--- src/rtl/unidade_busca_cp.sv ---
// Instruction fetch / program-counter unit.
// Fetches 16-bit words over a req/ack handshake into the IR, exposes the
// opcode to the control unit and updates the PC from EscCP/EscCondCP/FonteCP.
module unidade_busca_cp #(
    parameter int              PC_W     = 8,
    parameter logic [PC_W-1:0] RESET_PC = '0
) (
    input  logic            clk,
    input  logic            rst_n,
    input  logic            EscCP,
    input  logic            EscCondCP,
    input  logic [1:0]      FonteCP,
    input  logic            zero,
    input  logic [PC_W-1:0] ula_result,
    input  logic [15:0]     mem_rdata,
    input  logic            mem_ack,
    output logic            mem_req,
    output logic [PC_W-1:0] mem_addr,
    output logic [3:0]      opcode,
    output logic [15:0]     instr,
    output logic [PC_W-1:0] pc,
    output logic            instr_valid,
    output logic            halted
);

    typedef enum logic [1:0] {
        S_FETCH,
        S_DECODE,
        S_EXEC,
        S_HALT
    } state_t;

    state_t          state_q, state_n;
    logic [PC_W-1:0] pc_q, pc_n;
    logic [15:0]     ir_q, ir_n;
    logic            req_q, req_n;
    logic            valid_q, valid_n;

    logic [PC_W-1:0] pc_inc;
    logic [PC_W-1:0] br_off;
    logic [PC_W-1:0] jmp_tgt;
    logic [PC_W-1:0] pc_src;
    logic [PC_W-1:0] pc_upd;

    assign pc_inc  = pc_q + PC_W'(1);
    assign br_off  = PC_W'($signed(ir_q[7:0]));
    assign jmp_tgt = PC_W'(ir_q[11:0]);

    // PC source mux and EscCP/EscCondCP/zero write rule applied in EXEC
    always_comb begin
        pc_src = pc_inc;
        unique case (FonteCP)
            2'b00: pc_src = pc_inc;
            2'b01: pc_src = pc_inc + br_off;
            2'b10: pc_src = jmp_tgt;
            2'b11: pc_src = ula_result;
            default: pc_src = pc_inc;
        endcase

        pc_upd = pc_q;
        if (EscCP) begin
            if (EscCondCP && !zero) begin
                pc_upd = pc_inc;
            end else begin
                pc_upd = pc_src;
            end
        end
    end

    // Next-state logic for the fetch/decode/exec/halt sequence
    always_comb begin
        state_n = state_q;
        pc_n    = pc_q;
        ir_n    = ir_q;
        req_n   = req_q;
        valid_n = 1'b0;
        unique case (state_q)
            S_FETCH: begin
                if (req_q && mem_ack) begin
                    ir_n    = mem_rdata;
                    req_n   = 1'b0;
                    valid_n = 1'b1;
                    state_n = S_DECODE;
                end else begin
                    req_n = 1'b1;
                end
            end
            S_DECODE: begin
                req_n   = 1'b0;
                state_n = (ir_q[15:12] == 4'hF) ? S_HALT : S_EXEC;
            end
            S_EXEC: begin
                // Request is raised on the same edge as the PC update, so
                // mem_addr and mem_req change together and a zero-wait
                // fetch loop repeats every three cycles.
                pc_n    = pc_upd;
                req_n   = 1'b1;
                state_n = S_FETCH;
            end
            S_HALT: begin
                req_n = 1'b0;
            end
            default: begin
                req_n   = 1'b0;
                state_n = S_FETCH;
            end
        endcase
    end

    // State, PC, IR and handshake registers with asynchronous reset
    always_ff @(posedge clk or negedge rst_n) begin
        if (!rst_n) begin
            state_q <= S_FETCH;
            pc_q    <= RESET_PC;
            ir_q    <= '0;
            req_q   <= 1'b0;
            valid_q <= 1'b0;
        end else begin
            state_q <= state_n;
            pc_q    <= pc_n;
            ir_q    <= ir_n;
            req_q   <= req_n;
            valid_q <= valid_n;
        end
    end

    assign mem_req     = req_q;
    assign mem_addr    = pc_q;
    assign pc          = pc_q;
    assign instr       = ir_q;
    assign opcode      = ir_q[15:12];
    assign instr_valid = valid_q;
    assign halted      = (state_q == S_HALT);

endmodule

--- config.mk ---
export PLATFORM = sky130hd
export DESIGN_NAME = unidade_busca_cp
export DESIGN_NICKNAME = d
export VERILOG_FILES = /design/src/rtl/unidade_busca_cp.sv
export SDC_FILE = /design/constraint.sdc
export NUM_CORES = 1
export LEC_CHECK = 0
export CAP_MARGIN = 20
export CORE_MARGIN = 4
export CORE_UTILIZATION = 35
export CTS_CLUSTER_DIAMETER = 200
export DETAILED_ROUTE_END_ITERATION = 7
export PLACE_DENSITY = 0.76
export SKIP_CTS_REPAIR_TIMING = 1
export SLEW_MARGIN = 15
export SYNTH_ARGS = -nofsm -noshare
export SYNTH_HDL_FRONTEND = slang
export SYNTH_SLANG_ARGS = --single-unit
export TNS_END_PERCENT = 5
--- constraint.sdc ---
create_clock -name clk -period 3.77 [get_ports clk]
set_clock_uncertainty 0.2 [all_clocks]
set_input_delay 0.754 -clock clk [delete_from_list [all_inputs] [get_ports clk]]
set_output_delay 0.754 -clock clk [all_outputs]
set_load 0.01 [all_outputs]
==> results_dict.tcl <==
set metrics [dict create \
    hold_viol_final 0 \
    track_usage_pct 14.3 \
    min_period_ns 2.91 \
    syn_nets 247 \
    fin_crit_sh_pct 77.1 \
    switching_power_mw 0.904 \
    pwr-share-seq_pct 27.0 \
    place_hpwl_um 3830 \
    drtPass1Iterations 4 \
    whs_ns 0.310 \
    p_total_mw 2.26 \
    antenna_found_initial 0 \
    async_flop_share_pct 100 \
    routed_wl_um 4840 \
    cts_root_buffer "clkbuf_8" \
    rsz0062_at_grt "false" \
    p_int_mw 1.36 \
    clock_power_share_pct 10.9 \
    stdcell_count 330 \
    dieArea_um2 6860 \
    cts_buffers 3 \
    cts_tree "yes" \
    setup_viol 0 \
    syn_inst 201 \
    max_stage_delay_ns 0.49 \
    synth_cell_types 45 \
    rows 26 \
    synthXorXnorAreaFrac_pct 3.13 \
    ioPinCount 71 \
    fillers 514 \
    final_util_pct 51.7 \
    outcome "completed" \
    cp_slowest_cell "dfrtp_1" \
    p_sw_share_pct 39.9 \
    path_class "reg2reg" \
    grt.overflow.total 0 \
    grt_start_max_net_pins 29 \
    ys_ff_latch 28 \
    drive_above_1_share_pct 12.7 \
    via_per_inst 5.17 \
    leakage_nw 1.14 \
    nNetsFinal 307 \
    synth_edf_count 0 \
    syn_area_um2 1960 \
    relSlewSlack_pct 56.6 \
    power_density_nw_per_um2 831 \
    place_area_um2 2650 \
    cts_buffer_depth 2 \
    clock_latency_ns 0.29 \
    synth-warning-count 0 \
    muxShareOfSynthArea_pct 14.3 \
    max_freq_ghz 0.344 \
    worst_pin_slew_ns 0.646 \
    post-route-cell-area_um2 2730 \
    required_ns 3.78 \
    grt_pass1_vias 1736 \
    synth_top_family_by_area "compound AO/OA/AOI/OAI gates" \
    drc 0 \
    peakVddDrop_mv 0.364 \
    synth_fa_ha_area_share_pct 9.32 \
    synth_compound_area_share_pct 17.5 \
    numClockSinks 28 \
    drtAntennaViolNets 0 \
    placedCellCount 326 \
    tns_ns 0 \
    crit_arrival_ns 2.92 \
    area_growth_pct 39.0 \
    core_um2 5270 \
    yosys.area_share.simple_pct 12.1 \
    ff2ff_setup_slack_ns 0.86 \
    portBuffers 70 \
    initial_core_util_pct 37.2 \
    vias 1705 \
    hold_class "reg2reg" \
    fin_ws_ns 0.863 \
    drt_iter0_markers 109 \
    htree_num_levels 1 \
    syn_area_per_cell_um2 9.75 \
    grt_pass1_wl_um 8250 \
    diodes 0 \
    dieHeight_um 82.8 \
    drv_slew 0 \
    power_frac_comb_pct 62.1 \
    detail_route.wl_per_cell_um 14.7 \
    crit_fanout 8 \
    gp_congestion 0.918 \
    seq_area_frac_synth_pct 35.7 \
    cp-end-kind "flip-flop" \
    clk_pin_slew_ns 0.11 \
    path_cells "ha_1 -> nand3_1 -> xnor2_1 -> ha_1 -> o21a_1 -> o31a_1 -> o21a_1 -> or4b_1 -> a32oi_1" \
    die_x_um 82.8 \
    maxCapViolCount 0 \
    cp-start-kind "flip-flop" \
    synth-main-ff-cell "dfrtp_1" \
    dp_slack_ns 0.765 \
]
-- synth_stat cells, types with 2 or more instances --
cell      number  share of area, %
a31oi_1        2              0.64
o31ai_1        3               1.1
nand2_1       13               2.5
nand3_1        5               1.3
a21o_1         4               1.5
xnor2_1        6               2.7
dfrtp_1       28                36
clkbuf_1       4              0.77
o22a_1         2              0.89
a21oi_1        9               2.3
buf_4         12               4.6
o21ai_0       10               2.6
nor2_1        12               2.3
ha_1          13               8.3
inv_1         12               2.3
nand4_1        2              0.64
nor3_1         4               1.0
nand2b_1       2              0.64
a22oi_1        2              0.77
mux2_2        24                14
a211oi_1       5               1.9
o21a_1         4               1.5
-- worst paths after layout --
path                                          from                       to  depth (start not counted)
min reg2reg                  instr[11]$_DFFE_PN0P_    instr[11]$_DFFE_PN0P_                          1
max                        mem_addr[0]$_DFFE_PN0P_  mem_addr[6]$_DFFE_PN0P_                          9
max in group asynchronous                    rst_n    instr[14]$_DFFE_PN0P_                          2
max reg2reg                mem_addr[0]$_DFFE_PN0P_  mem_addr[6]$_DFFE_PN0P_                          9
min                          instr[11]$_DFFE_PN0P_    instr[11]$_DFFE_PN0P_                          1
min in group asynchronous                    rst_n  mem_addr[2]$_DFFE_PN0P_                          2
-- routing by layer --
metal | global-route usage (%) | wire length [um]
met1 | 18.4 | 2100
met2 | 24.1 | 2330
met3 | 4.55 | 389
met4 | 1.78 | 14
met5 | 0 | 0
-- sequential cells by signal (all words and copies together), names as in the netlist --
signal,count
instr,16
mem_addr,8
state_q,2
instr_valid,1
mem_req,1
-- cells in the final DEF, fill, tap and decap left out, types with 3 or more instances in the layout --
cell type / count
nor3_1: 4
clkbuf_8: 3
ha_1: 13
dfrtp_1: 28
clkdlybuf4s50_1: 70
a21oi_1: 9
inv_1: 12
nand2_1: 13
mux2_2: 24
a211oi_1: 5
a21o_1: 4
o21a_1: 4
nand3_1: 5
o21ai_0: 10
o31ai_1: 3
xnor2_1: 6
nor2_1: 12
-- cell families (layout without fill, tap and decap cells) --
family	after synthesis	count (layout)
buffers and inverters	29	88
adder cells (fa/ha/maj)	14	14
AND/OR/NAND/NOR	47	47
AO/OA/AOI/OAI	51	51
XOR/XNOR	7	7
multiplexers	25	25
flip-flops	28	28
-- critical path: cells and delay by family, from the launching register on --
family	cells	cell delay [ns]
and+or+nand+nor	2	0.68
AOI/OAI and AO/OA	4	0.63
adders and majority gates	2	0.58
DFF	1	0.49
xor gates and xnor gates	1	0.24
-- area by class of cell --
type                    count  area [um^2]  share of cell area, %
inverters                  12         45.0                   1.65
repair buffers             72          716                   26.3
clock buffers               3         41.3                   1.52
well taps                  70         87.6                   3.21
flip-flops and latches     28          701                   25.7
clock inverters             1         30.0                   1.10
multi-input cells         144         1100                   40.5
-- power groups by stage --
stage	clock network [mW]	registers (mW)	logic (mW)
6_report	0.247	0.611	1.41
2_1_floorplan	0	0.643	0.844
5_1_grt	0.262	0.641	1.56
4_1_cts	0.252	0.614	1.41
3_3_place_gp	0	0.613	1.38
3_5_place_dp	0	0.618	1.41
(Power assumes the default switching activity.)
